$ cat config.mk
export PLATFORM = sky130hd
export DESIGN_NAME = keypad_emulator
export DESIGN_NICKNAME = d
export VERILOG_FILES = /design/src/rtl/keypad_pkg.sv /design/src/rtl/keypad_emulator_bounce_lfsr.sv /design/src/rtl/keypad_emulator.sv
export SDC_FILE = /design/constraint.sdc
export NUM_CORES = 1
export LEC_CHECK = 0
export BUFFER_PORTS_ARGS = -buffer_cell sky130_fd_sc_hd__buf_2
export CORE_AREA = 2 2 40 42
export CTS_BUF_LIST = sky130_fd_sc_hd__clkbuf_8
export DETAILED_ROUTE_END_ITERATION = 8
export DIE_AREA = 0 0 42 44
export PLACE_DENSITY = 0.59
export SKIP_CTS_REPAIR_TIMING = 1
export SLEW_MARGIN = 20
export SYNTH_ARGS = -nofsm -noshare
export SYNTH_HDL_FRONTEND = slang
export SYNTH_HIERARCHICAL = 1
export SYNTH_SLANG_ARGS = --single-unit
$ cat constraint.sdc
create_clock -name clk -period 1.9 [get_ports clk]
set_clock_uncertainty 0.2 [all_clocks]
set_input_delay 0.38 -clock clk [delete_from_list [all_inputs] [get_ports clk]]
set_output_delay 0.38 -clock clk [all_outputs]
set_load 0.02 [all_outputs]
$ cat src/rtl/keypad_pkg.sv
// Shared types and the key legend table for the 4x4 keypad emulator and its scanner.
// The row/column positions follow the physical keypad layout.
package keypad_pkg;

    typedef enum logic [1:0] {
        ST_IDLE           = 2'd0,
        ST_BOUNCE_PRESS   = 2'd1,
        ST_HELD           = 2'd2,
        ST_BOUNCE_RELEASE = 2'd3
    } emu_state_t;

    typedef struct packed {
        logic [1:0] row;
        logic [1:0] col;
    } key_pos_t;

    localparam logic [7:0] LFSR_TAPS = 8'hB8;

    // r0: 1 2 3 A | r1: 4 5 6 B | r2: 7 8 9 C | r3: E 0 F D
    function automatic key_pos_t hex_to_pos(input logic [3:0] hex);
        key_pos_t pos;
        case (hex)
            4'h1: pos = '{row: 2'd0, col: 2'd0};
            4'h2: pos = '{row: 2'd0, col: 2'd1};
            4'h3: pos = '{row: 2'd0, col: 2'd2};
            4'hA: pos = '{row: 2'd0, col: 2'd3};
            4'h4: pos = '{row: 2'd1, col: 2'd0};
            4'h5: pos = '{row: 2'd1, col: 2'd1};
            4'h6: pos = '{row: 2'd1, col: 2'd2};
            4'hB: pos = '{row: 2'd1, col: 2'd3};
            4'h7: pos = '{row: 2'd2, col: 2'd0};
            4'h8: pos = '{row: 2'd2, col: 2'd1};
            4'h9: pos = '{row: 2'd2, col: 2'd2};
            4'hC: pos = '{row: 2'd2, col: 2'd3};
            4'hE: pos = '{row: 2'd3, col: 2'd0};
            4'h0: pos = '{row: 2'd3, col: 2'd1};
            4'hF: pos = '{row: 2'd3, col: 2'd2};
            default: pos = '{row: 2'd3, col: 2'd3};
        endcase
        return pos;
    endfunction

endpackage

$ cat src/rtl/keypad_emulator_bounce_lfsr.sv
// 8-bit Galois LFSR that supplies the pseudo-random contact level while a key bounces.
// It advances only while enabled so the bounce pattern is reproducible from reset.
module bounce_lfsr
    import keypad_pkg::*;
#(
    parameter logic [7:0] SEED = 8'hA5
) (
    input  logic clk,
    input  logic reset,
    input  logic enable,
    output logic bit_out
);

    logic [7:0] lfsr;

    always_ff @(posedge clk or negedge reset) begin
        if (!reset)
            lfsr <= SEED;
        else if (enable)
            lfsr <= {1'b0, lfsr[7:1]} ^ (lfsr[0] ? LFSR_TAPS : 8'h00);
    end

    assign bit_out = lfsr[0];

endmodule

$ cat src/rtl/keypad_emulator.sv
// Passive 4x4 keypad: pulls the stored key's column low while its row is driven low.
// Define KEYPAD_BOUNCE_EN to add LFSR-driven contact bounce on press and release.
module keypad_emulator
    import keypad_pkg::*;
#(
    parameter int         BOUNCE_CYC = 16,
    parameter logic [7:0] LFSR_SEED  = 8'hA5
) (
    input  logic       clk,
    input  logic       reset,
    input  logic       press_req,
    input  logic       release_req,
    input  logic [3:0] key_hex,
    input  logic [3:0] rows,
    output logic [3:0] cols,
    output logic       contact,
    output logic       busy,
    output logic       req_err
);

    localparam logic [1:0] S_IDLE           = ST_IDLE;
    localparam logic [1:0] S_BOUNCE_PRESS   = ST_BOUNCE_PRESS;
    localparam logic [1:0] S_HELD           = ST_HELD;
    localparam logic [1:0] S_BOUNCE_RELEASE = ST_BOUNCE_RELEASE;

    logic [1:0] state;
    logic [1:0] state_nxt;
    logic       contact_nxt;
    key_pos_t   pos;
    logic       press_ok;
    logic       release_ok;

    // Any request that is not a lone, state-appropriate request is rejected.
    assign press_ok   = press_req & ~release_req & (state == S_IDLE);
    assign release_ok = release_req & ~press_req & (state == S_HELD);

`ifdef KEYPAD_BOUNCE_EN
    localparam int             CW        = $clog2(BOUNCE_CYC + 1);
    localparam logic [CW-1:0]  BCNT_LAST = CW'(BOUNCE_CYC - 1);

    logic [CW-1:0] bcnt;
    logic          lfsr_bit;

    assign busy = (state == S_BOUNCE_PRESS) | (state == S_BOUNCE_RELEASE);

    bounce_lfsr #(
        .SEED(LFSR_SEED)
    ) u_lfsr (
        .clk    (clk),
        .reset  (reset),
        .enable (busy),
        .bit_out(lfsr_bit)
    );

    always_ff @(posedge clk or negedge reset) begin
        if (!reset)
            bcnt <= '0;
        else if (press_ok | release_ok)
            bcnt <= '0;
        else if (busy)
            bcnt <= bcnt + 1'b1;
    end

    always_comb begin
        state_nxt   = state;
        contact_nxt = 1'b0;
        case (state)
            S_IDLE: begin
                if (press_ok)
                    state_nxt = S_BOUNCE_PRESS;
            end
            S_BOUNCE_PRESS: begin
                contact_nxt = lfsr_bit;
                if (bcnt == BCNT_LAST)
                    state_nxt = S_HELD;
            end
            S_HELD: begin
                contact_nxt = 1'b1;
                if (release_ok)
                    state_nxt = S_BOUNCE_RELEASE;
            end
            default: begin
                contact_nxt = lfsr_bit;
                if (bcnt == BCNT_LAST)
                    state_nxt = S_IDLE;
            end
        endcase
    end
`else
    logic unused_cfg;

    assign unused_cfg = ^{BOUNCE_CYC, LFSR_SEED};
    assign busy       = 1'b0;

    always_comb begin
        state_nxt   = state;
        contact_nxt = (state == S_HELD);
        if (press_ok)
            state_nxt = S_HELD;
        else if (release_ok)
            state_nxt = S_IDLE;
    end
`endif

    // Contact lags the state by one edge, giving a clean settle after each bounce window.
    always_ff @(posedge clk or negedge reset) begin
        if (!reset) begin
            state   <= S_IDLE;
            contact <= 1'b0;
            req_err <= 1'b0;
            pos     <= '0;
        end else begin
            state   <= state_nxt;
            contact <= contact_nxt;
            req_err <= (press_req | release_req) & ~press_ok & ~release_ok;
            if (press_ok)
                pos <= hex_to_pos(key_hex);
        end
    end

    always_comb begin
        cols = 4'b1111;
        if (contact && !rows[pos.row])
            cols[pos.col] = 1'b0;
    end

endmodule

# Word level (Yosys, flattened, before mapping)
# Memories as Yosys holds them, arrays and structs flattened. A register that Yosys moved wholly into a read port is not among the register bits.
# Index checks and enable logic that the tools add are counted.
# W data, S select, Z words.
dict set report totals {
  ff_bits 4
  rom_bits 64
  inputBits 12
  mem_count 1
}
# name words width read_ports rd_clocked_by_memory_dff write_ports line_no
set mem_list {}
lappend mem_list {{(name not given)} 16 4 1 1 0 keypad_pkg.sv:22} ;# case (hex)
dict set report op_classes {
  n_lt_le_gt_ge 3
  n_eq_ne 1
  mux 7
  n_bitwise 12
  reduce_logical 6
}
# cell count
set op_table {}
lappend op_table {{$and A1 B1 Y1} 6}
lappend op_table {{$lt A2 B3 Y1 const B} 2}
lappend op_table {{$mux W2} 2}
lappend op_table {{$mux W4} 1}
lappend op_table {{$not A1 Y1} 4}
lappend op_table {{$not A4 Y4} 1}
lappend op_table {{$bmux W1 S2} 1}
lappend op_table {{$demux W1 S2} 1}
lappend op_table {{$eq A2 B2 Y1 const B} 1}
lappend op_table {{$ge A2 B1 Y1 const B} 1}
lappend op_table {{$logic_and A1 B1 Y1} 2}
lappend op_table {{$logic_not A1 Y1} 2}
lappend op_table {{$logic_not A2 Y1} 1}
lappend op_table {{$mux W1} 2}
lappend op_table {{$reduce_bool A2 Y1} 1}
lappend op_table {{$or A1 B1 Y1} 1}

# Longest topological paths before layout
# Gate-level depths: netlist of run 1.
dict set report logic_depth {
  word_depth 6
  mapped_depth 4
}

# Worst setup path before layout of run 1
# No wires, ideal clock.
dict set report synth_path {
  path_type {register to output}
  startpoint {reg, netlist name pos[2]}
  endpoint {out cols[0]}
  t_arrival_ns 1.456
  required_time_ns 1.320
  setup_slack_ns -0.136
  stages_incl_launch_ff 4
  path_cell_list {dfrtp_1 mux4_2 nor2b_2 or3b_1}
}
dict set report synth_via {
  elab_chain_len 5
}
# item line_no
set synth_lines {}
lappend synth_lines {{$bmux W1 S2} keypad_emulator.sv:123} ;# if (contact && !rows[pos.row])
lappend synth_lines {{$mux W1 (implied by the code)} keypad_emulator.sv:123}
lappend synth_lines {{$logic_not A1 Y1} keypad_emulator.sv:123}
lappend synth_lines {{$logic_and A1 B1 Y1} keypad_emulator.sv:123}
lappend synth_lines {{$mux W4} keypad_emulator.sv:123}
lappend synth_lines {{end: declaration} keypad_emulator.sv:15} ;# output logic [3:0] cols,
# No other way between the ends. The select of a mux whose other input is x is not followed.

# Final worst setup path of run 1
dict set report layout_path {
  startpoint {reg, netlist name pos[2]}
  endpoint {out cols[0]}
}
dict set report layout_via {
  elab_chain_len 5
}
# item line_no
set layout_lines {}
lappend layout_lines {{$bmux W1 S2} keypad_emulator.sv:123}
lappend layout_lines {{$mux W1 (implied by the code)} keypad_emulator.sv:123}
lappend layout_lines {{$logic_not A1 Y1} keypad_emulator.sv:123}
lappend layout_lines {{$logic_and A1 B1 Y1} keypad_emulator.sv:123}
lappend layout_lines {{$mux W4} keypad_emulator.sv:123}
# No other way between the ends. The select of a mux whose other input is x is not followed.

==> results.sh, run 1 <==
export IMPL_status="complete, but fails checks"
export IMPL_violations="setup timing"
export IMPL_critPathArrivalTime_ns=1.79
export IMPL_min_period_ns=2.37
export IMPL_drive_gt1_frac=0.380
export IMPL_syn_inst=48
export IMPL_grt_pass1_vias=365
export IMPL_place_ws_ns=-0.343
export IMPL_htree_levels=1
export IMPL_fp_dieW_um=42
export IMPL_io_pin_count=19
export IMPL_p_leak_nw=0.305
export IMPL_vias=417
export IMPL_clock_sinks=7
export IMPL_drv_slew=0
export IMPL_synth_top_area_share=0.397
export IMPL_gp_congestion=0.723
export IMPL_synth_area_per_cell_um2=9.20
export IMPL_ys_flop_type="dfrtp_1"
export IMPL_vias_per_cell=4.79
export IMPL_dp_hpwl_um=728
export IMPL_clockBufferDepth=2
export IMPL_track_usage=0.117
export IMPL_fmax_ghz=0.422
export IMPL_crit_path_max_fanout=4
export IMPL_core_area_um2=1420
export IMPL_finalWirelength_um=952
export IMPL_wl_per_cell_um=10.9
export IMPL_grt_setup_unrepaired="true"
export IMPL_filler_cell_count=146
export IMPL_fin_area_um2=633
export IMPL_fin_setup_tns_ns=-1.04
export IMPL_crit_path_start_kind="flop"
export IMPL_fin_crit_sh=1.25
export IMPL_path_class="flop to output port"
export IMPL_root_buffer="clkbuf_8"
export IMPL_clkTransAtPathRegs_ns=0.04
export IMPL_clk_latency_ns=0.22
export IMPL_die_y_um=44
export IMPL_p_per_area_nw_per_um2=872
export IMPL_drt_first_pass_iters=4
export IMPL_grt_pass1_wl_um=1560
export IMPL_overflow=0
export IMPL_port_buffers=17
export IMPL_dp_cells=81
export IMPL_yosysMostFrequentCell="dfrtp_1"
export IMPL_setup_violations=4
export IMPL_dr_max_layer_used="met4"
export IMPL_wl_met1_um=407
export IMPL_netlist_area_um2=442
export IMPL_worstPathRequired_ns=1.32
export IMPL_hp_class="input port to flop"
export IMPL_grt_start_max_net_pins=10
export IMPL_syn_num_nets=60
export IMPL_dieArea_um2=1850
export IMPL_synth_distinct_cells=27
export IMPL_setup_slack_ns=-0.468
export IMPL_synth_edff_count=0
export IMPL_start_util=0.311
export IMPL_synthArstFlopShare=1.00
export IMPL_place_area_um2=553
export IMPL_ys_seq_elements=7
export IMPL_final_util=0.446
export IMPL_cts_buffers=3
export IMPL_met3WireLength_um=40
export IMPL_yosysTopAreaCell="dfrtp_1"
export IMPL_rows=14
export IMPL_drv_cap=0
export IMPL_area_delta_synth_final_pct=43.3
export IMPL_synth_common_cells="7 x dfrtp_1, 4 x inv_1"
export IMPL_antenna_found_initial=0
export IMPL_remaining_drc_errors=0
export IMPL_final_nets=84
export IMPL_synth_area_leaders="dfrtp_1 40%, mux4_2 5.1%, nand3b_1 5.1%, o2bb2ai_1 4.0%, o21ai_0 3.4%"
export IMPL_cts_tree="built"
export IMPL_worstSetupEndpointType="output port"
export IMPL_finalHoldViolCount=0
export IMPL_instances_no_fill=87
export IMPL_diodes=0
export IMPL_wl_met2_um=484
export IMPL_vdd_drop_max_mv=0.255
export IMPL_ys_seq_area_frac=0.397
export IMPL_drt_initial_drc_count=8
export IMPL_ys_warn_count=6
export IMPL_antenna_left=0
[flip-flops by register name, summed over array words and instances, names as in the netlist]
signal   cells
contact      1
pos          4
req_err      1
state        1
[cells by family after synthesis]
kind of cell / synth area share
and+or+nand+nor: 0.246
AOI/OAI and AO/OA: 0.215
DFF: 0.397
buffers and inverters: 0.0595
muxes: 0.0510
adders and majority gates: 0.0227
other: 0.00849
[layout make-up]
cell class,count,area [um2],share of cell area
clock buffer,3,41.3,0.0652
clock inverter,1,3.75,0.00593
inverter,4,15.0,0.0237
multi-input combinational,35,248,0.391
sequential,7,175,0.277
tap,16,20.0,0.0316
timing repair buffer,21,130,0.206
[worst max-delay path, stage by stage, from the launching register on]
cell     delay (ns)
dfrtp_1        0.36
mux4_2         0.53
nor2b_4        0.15
or3b_4         0.39
buf_6          0.14
[metrics by stage]
step                      power, mW  hold WS, ns
after floorplan               0.282       -0.116
after global placement        0.334       0.0179
after detailed placement      0.338       0.0184
after CTS                     0.538       -0.218
after global routing          0.591        0.237
final                         0.552        0.212
[final timing paths]
path	startpoint	to	slack [ns]	cells past startpoint
worst min register to register	state[1]	contact	0.29	0
worst max register to register	state[1]	pos[1]	0.40	2
worst max-delay path	pos[2]	cols[0]	-0.47	4
worst min-delay path	press_req	req_err	0.21	3
min in group asynchronous	reset	pos[0]	0.32	2
max in group asynchronous	reset	contact	1.03	2
[layout by cell type, fill, tap and decap left out, types with 2 or more instances in the layout]
cell       instances
o21ai_0            3
a31oi_1            2
inv_1              5
a21oi_1            2
nand3b_1           3
dfrtp_1            7
o2bb2ai_1          2
nand2_1            3
buf_4              3
buf_6              2
nor2_1             3
clkbuf_8           3
buf_2             15
nand2b_1           2
[where the power goes]
group          internal [mW]  total (mW)  switching (mW)
combinational         0.0873       0.160          0.0723
clock                  0.139       0.196          0.0566
sequential             0.175       0.197          0.0221
total                  0.401       0.552           0.151
[per-layer routing]
metal,GRT usage,vias to the layer above
li1,-,215
met1,0.137,188
met2,0.175,12
met3,0.0250,2
met4,0.116,0
met5,0,-
No activity file was read; power rests on OpenSTA's default activity.
==> run 2, diff against run 1 <==
- CORE_AREA: 2 2 40 42 -> 2 2 39 41
- DIE_AREA: 0 0 42 44 -> 0 0 41 43
- PLACE_DENSITY: 0.59 -> 0.61
==> run 2 against run 1 <==
Against the previous run:
- the run still ends with setup timing left
- final area rose by 0.99%
- register-to-register slack barely moved
- first-iteration DRC count rose by 13%
- wire length fell by 2.7%
- die area fell by 4.6%
- cell count did not move
- global-route usage rose by 0.26 points
- clock power barely moved
- count of clock-buffer cells in the layout did not move
- flip-flop and latch count did not move
==> results.sh, run 2 (same netlist as run 1, synthesis figures left out) <==
export IMPL_clock_sinks=7
export IMPL_track_usage=0.119
export IMPL_whs_path_depth=3
export IMPL_finalWirelength_um=926
export IMPL_grt_setup_unrepaired="true"
export IMPL_root_buffer="clkbuf_8"
export IMPL_drv_cap=0
export IMPL_path_class="flop to output port"
export IMPL_critPathArrivalTime_ns=1.79
export IMPL_place_area_um2=553
export IMPL_fmax_ghz=0.422
export IMPL_worstReg2RegEnd="pos[1]"
export IMPL_ff2ff_path_depth=2
export IMPL_clk_latency_ns=0.22
export IMPL_core_area_um2=1380
export IMPL_grt_pass1_wl_um=1340
export IMPL_drv_slew=0
export IMPL_rows=14
export IMPL_filler_cell_count=144
export IMPL_diodes=0
export IMPL_violations="setup timing"
export IMPL_grt_start_max_net_pins=10
export IMPL_drt_first_pass_iters=4
export IMPL_cp_cell_sequence="mux4_2, nor2b_4, or3b_4, buf_6"
export IMPL_p_per_area_nw_per_um2=868
export IMPL_worstPathRequired_ns=1.32
export IMPL_critPathBufInv=1
export IMPL_dieArea_um2=1760
export IMPL_instances_no_fill=87
export IMPL_critical_path_top_delay_family="multiplexers"
export IMPL_fin_crit_sh=1.25
export IMPL_fp_dieW_um=41
export IMPL_drt_initial_drc_count=9
export IMPL_status="complete, but fails checks"
export IMPL_crit_path_start_kind="flop"
export IMPL_dp_cells=81
export IMPL_vdd_drop_max_mv=0.247
export IMPL_vias_per_cell=4.85
export IMPL_cp_slowest_stage_delay_ns=0.53
export IMPL_overflow=0
export IMPL_largest_register_ffs=4
export IMPL_antenna_left=0
export IMPL_finalHoldViolCount=0
export IMPL_final_cell_mix="14 x buf_2, 7 x dfrtp_1, 5 x inv_1"
export IMPL_remaining_drc_errors=0
export IMPL_hold_end="req_err"
export IMPL_drive_gt1_frac=0.380
export IMPL_rrSetupSlack_ns=0.41
export IMPL_wl_per_cell_um=10.6
export IMPL_worstSetupEndpointType="output port"
export IMPL_io_pin_count=19
export IMPL_antenna_found_initial=0
export IMPL_p_leak_nw=0.308
export IMPL_gp_congestion=0.650
export IMPL_port_buffers=17
export IMPL_setup_slack_ns=-0.472
export IMPL_dp_hpwl_um=648
export IMPL_hold_slack_ns=0.206
export IMPL_area_delta_synth_final_pct=44.8
export IMPL_r2r_start="state[1]"
export IMPL_regMostFlops="pos"
export IMPL_hp_class="input port to flop"
export IMPL_slowest_stage="mux4_2"
export IMPL_htree_levels=1
export IMPL_grt_pass1_vias=358
export IMPL_cts_tree="built"
export IMPL_fin_area_um2=639
export IMPL_setup_violations=4
export IMPL_clockBufferDepth=2
export IMPL_final_util=0.462
export IMPL_min_period_ns=2.37
export IMPL_die_y_um=43
export IMPL_clkTransAtPathRegs_ns=0.04
export IMPL_start_util=0.319
export IMPL_final_common_cell="buf_2"
export IMPL_vias=422
export IMPL_crit_path_max_fanout=4
export IMPL_cts_buffers=3
export IMPL_min_from="press_req"
export IMPL_final_nets=84
run 2: cell types whose count changed in the layout (fill, tap and decap cells not counted):
cell / previous run / this run
buf_2: 15 / 14
buf_6: 2 / 3
run 2: through the flow:
step | power, mW | TNS [ns] | setup WS [ns]
final | 0.555 | -1.07 | -0.472
after global routing | 0.595 | -1.41 | -0.542
after CTS | 0.541 | -1.19 | -0.519
after detailed placement | 0.336 | -0.450 | -0.334
after global placement | 0.333 | -0.417 | -0.328
after floorplan | 0.282 | -0.108 | -0.108
run 2: area by class of cell:
class	count	area, um2	share of cell area
clock buffers	3	41.3	0.0646
clock inverters	1	3.75	0.00587
inverters	4	15.0	0.0235
multi-input cells	35	248	0.387
flip-flops and latches	7	175	0.274
well taps	16	20.0	0.0313
repair buffers	21	136	0.213
run 2: power breakdown:
part           total [mW]  switching [mW]  internal, mW
logic               0.160          0.0704        0.0895
registers           0.197          0.0223         0.175
clock network       0.198          0.0590         0.139
total               0.555           0.152         0.404
run 2: tightest hold or removal path, cell delays in order:
cell,delay (ns)
buf_2,0.11
nand2_1,0.04
o21ai_0,0.06
run 2: how the worst max path moves through the flow:
stage | cells past startpoint | start | end
after detailed placement | 5 | rows[3] | cols[0]
after global routing | 4 | pos[2] | cols[0]
final | 4 | pos[2] | cols[0]
after CTS | 4 | pos[2] | cols[0]
after floorplan | 3 | pos[2] | cols[0]
after global placement | 5 | rows[3] | cols[0]
run 2: metal layers:
metal  GRT usage  up-vias  share of wire
met4       0.120        0         0.0076
met2       0.169       18           0.48
met5           0        -              0
met3      0.0157        2          0.070
li1            -      214              -
met1       0.142      188           0.44
==> run 3, diff against run 2 <==
- SETUP_SLACK_MARGIN: not set -> 0.15
==> run 3 against run 2 <==
Against the previous run:
- the flow still finishes with violations (setup timing)
- hold slack improved by 0.0036 ns
- critical path depth did not move
- clock power about the same
- maximum frequency grew 0.48%
- setup slack improved by 0.011 ns
- critical path type unchanged
==> results.sh, run 3 (same netlist as run 1, synthesis figures left out) <==
export IMPL_worstSetupEndpointType="output port"
export IMPL_clk_latency_ns=0.22
export IMPL_fmax_ghz=0.424
export IMPL_setup_slack_ns=-0.461
export IMPL_crit_start="pos[2]"
export IMPL_grt_setup_unrepaired="true"
export IMPL_clkTransAtPathRegs_ns=0.04
export IMPL_cts_buffers=3
export IMPL_switching_share=0.268
export IMPL_vias=406
export IMPL_port_buffers=17
export IMPL_diodes=0
export IMPL_io_pin_count=19
export IMPL_clockBufferDepth=2
export IMPL_worstPathRequired_ns=1.32
export IMPL_final_common_cell="buf_2"
export IMPL_critPathArrivalTime_ns=1.78
export IMPL_core_area_um2=1380
export IMPL_grt_pass1_vias=360
export IMPL_vdd_drop_max_mv=0.293
export IMPL_drt_initial_drc_count=3
export IMPL_path_class="flop to output port"
export IMPL_start_util=0.319
export IMPL_fin_crit_sh=1.24
export IMPL_root_buffer="clkbuf_8"
export IMPL_clock_sinks=7
export IMPL_vias_per_cell=4.67
export IMPL_power_frac_clock=0.353
export IMPL_drt_first_pass_iters=2
export IMPL_finalWirelength_um=872
export IMPL_p_sw_mw=0.149
export IMPL_grt_pass1_wl_um=1270
export IMPL_instances_no_fill=87
export IMPL_wl_per_cell_um=10.0
export IMPL_drv_slew=0
export IMPL_r2r_start="state[1]"
export IMPL_remaining_drc_errors=0
export IMPL_die_y_um=43
export IMPL_finalHoldViolCount=0
export IMPL_p_per_area_nw_per_um2=858
export IMPL_cts_tree="built"
export IMPL_setup_violations=4
export IMPL_fin_setup_tns_ns=-0.994
export IMPL_min_from="press_req"
export IMPL_pwr_share_comb=0.293
export IMPL_area_delta_synth_final_pct=46.2
export IMPL_regMostFlops="pos"
export IMPL_dieArea_um2=1760
export IMPL_grt_start_max_net_pins=10
export IMPL_drv_cap=0
export IMPL_fp_dieW_um=41
export IMPL_power_internal_mw=0.405
export IMPL_track_usage=0.110
export IMPL_overflow=0
export IMPL_hp_class="input port to flop"
export IMPL_crit_path_start_kind="flop"
export IMPL_power_frac_seq=0.355
export IMPL_p_leak_nw=0.312
export IMPL_drive_gt1_frac=0.380
export IMPL_min_period_ns=2.36
export IMPL_crit_path_max_fanout=4
export IMPL_dp_cells=81
export IMPL_final_cell_mix="13 x buf_2, 7 x dfrtp_1, 5 x inv_1"
export IMPL_antenna_found_initial=0
export IMPL_dp_hpwl_um=636
export IMPL_final_nets=84
export IMPL_rows=14
export IMPL_hold_slack_ns=0.210
export IMPL_gp_congestion=0.699
export IMPL_htree_levels=1
export IMPL_largest_register_ffs=4
export IMPL_violations="setup timing"
export IMPL_antenna_left=0
export IMPL_status="complete, but fails checks"
==> run 3: power by group through the flow <==
stage                     Sequential [mW]  Combinational (mW)  Clock, mW
final                               0.196               0.162      0.195
after floorplan                     0.200              0.0828          0
after global routing                0.203               0.181      0.214
after detailed placement            0.199               0.136          0
after CTS                           0.197               0.137      0.200
after global placement              0.197               0.135          0
==> run 3: per-layer routing <==
layer  routed length (um)  global-route usage  share of wire  vias to the layer above
li1                     -                   -              -                      215
met3                   46              0.0157          0.053                        0
met2                  439               0.166           0.50                       14
met1                  386               0.125           0.44                      177
met4                    0               0.100              0                        0
met5                    0                   0              0                        -
==> run 3: critical path: stages (launching register included) <==
cell	delay, ns
dfrtp_1	0.36
mux4_2	0.53
nor2b_4	0.15
or3b_4	0.38
buf_6	0.14
==> run 3: path summary, 6_finish.rpt <==
check                      endpoint  slack (ns)  depth (start not counted)
setup reg to reg             pos[1]        0.41                          2
hold / removal              req_err        0.21                          3
setup / recovery            cols[0]       -0.46                          4
min in group asynchronous    pos[2]        0.33                          2
hold reg to reg             contact        0.27                          0
max in group asynchronous    pos[3]        1.02                          2
==> run 3: metrics by stage <==
step | instance area [um2] | setup slack (ns) | utilization | total power [mW]
global route | 646 | -0.541 | 0.467 | 0.598
finish | 646 | -0.461 | 0.467 | 0.554
global placement | 553 | -0.326 | 0.400 | 0.333
floorplan | 444 | -0.108 | - | 0.282
CTS | 598 | -0.512 | 0.432 | 0.535
detailed placement | 553 | -0.334 | 0.400 | 0.335
==> run 3: final cells by class <==
cell class / instances / area [um2]
repair buffers: 21 / 143
well taps: 16 / 20.0
inverters: 4 / 15.0
flip-flops and latches: 7 / 175
clock buffers: 3 / 41.3
multi-input cells: 35 / 248
clock inverters: 1 / 3.75
fillers: 134 / 738
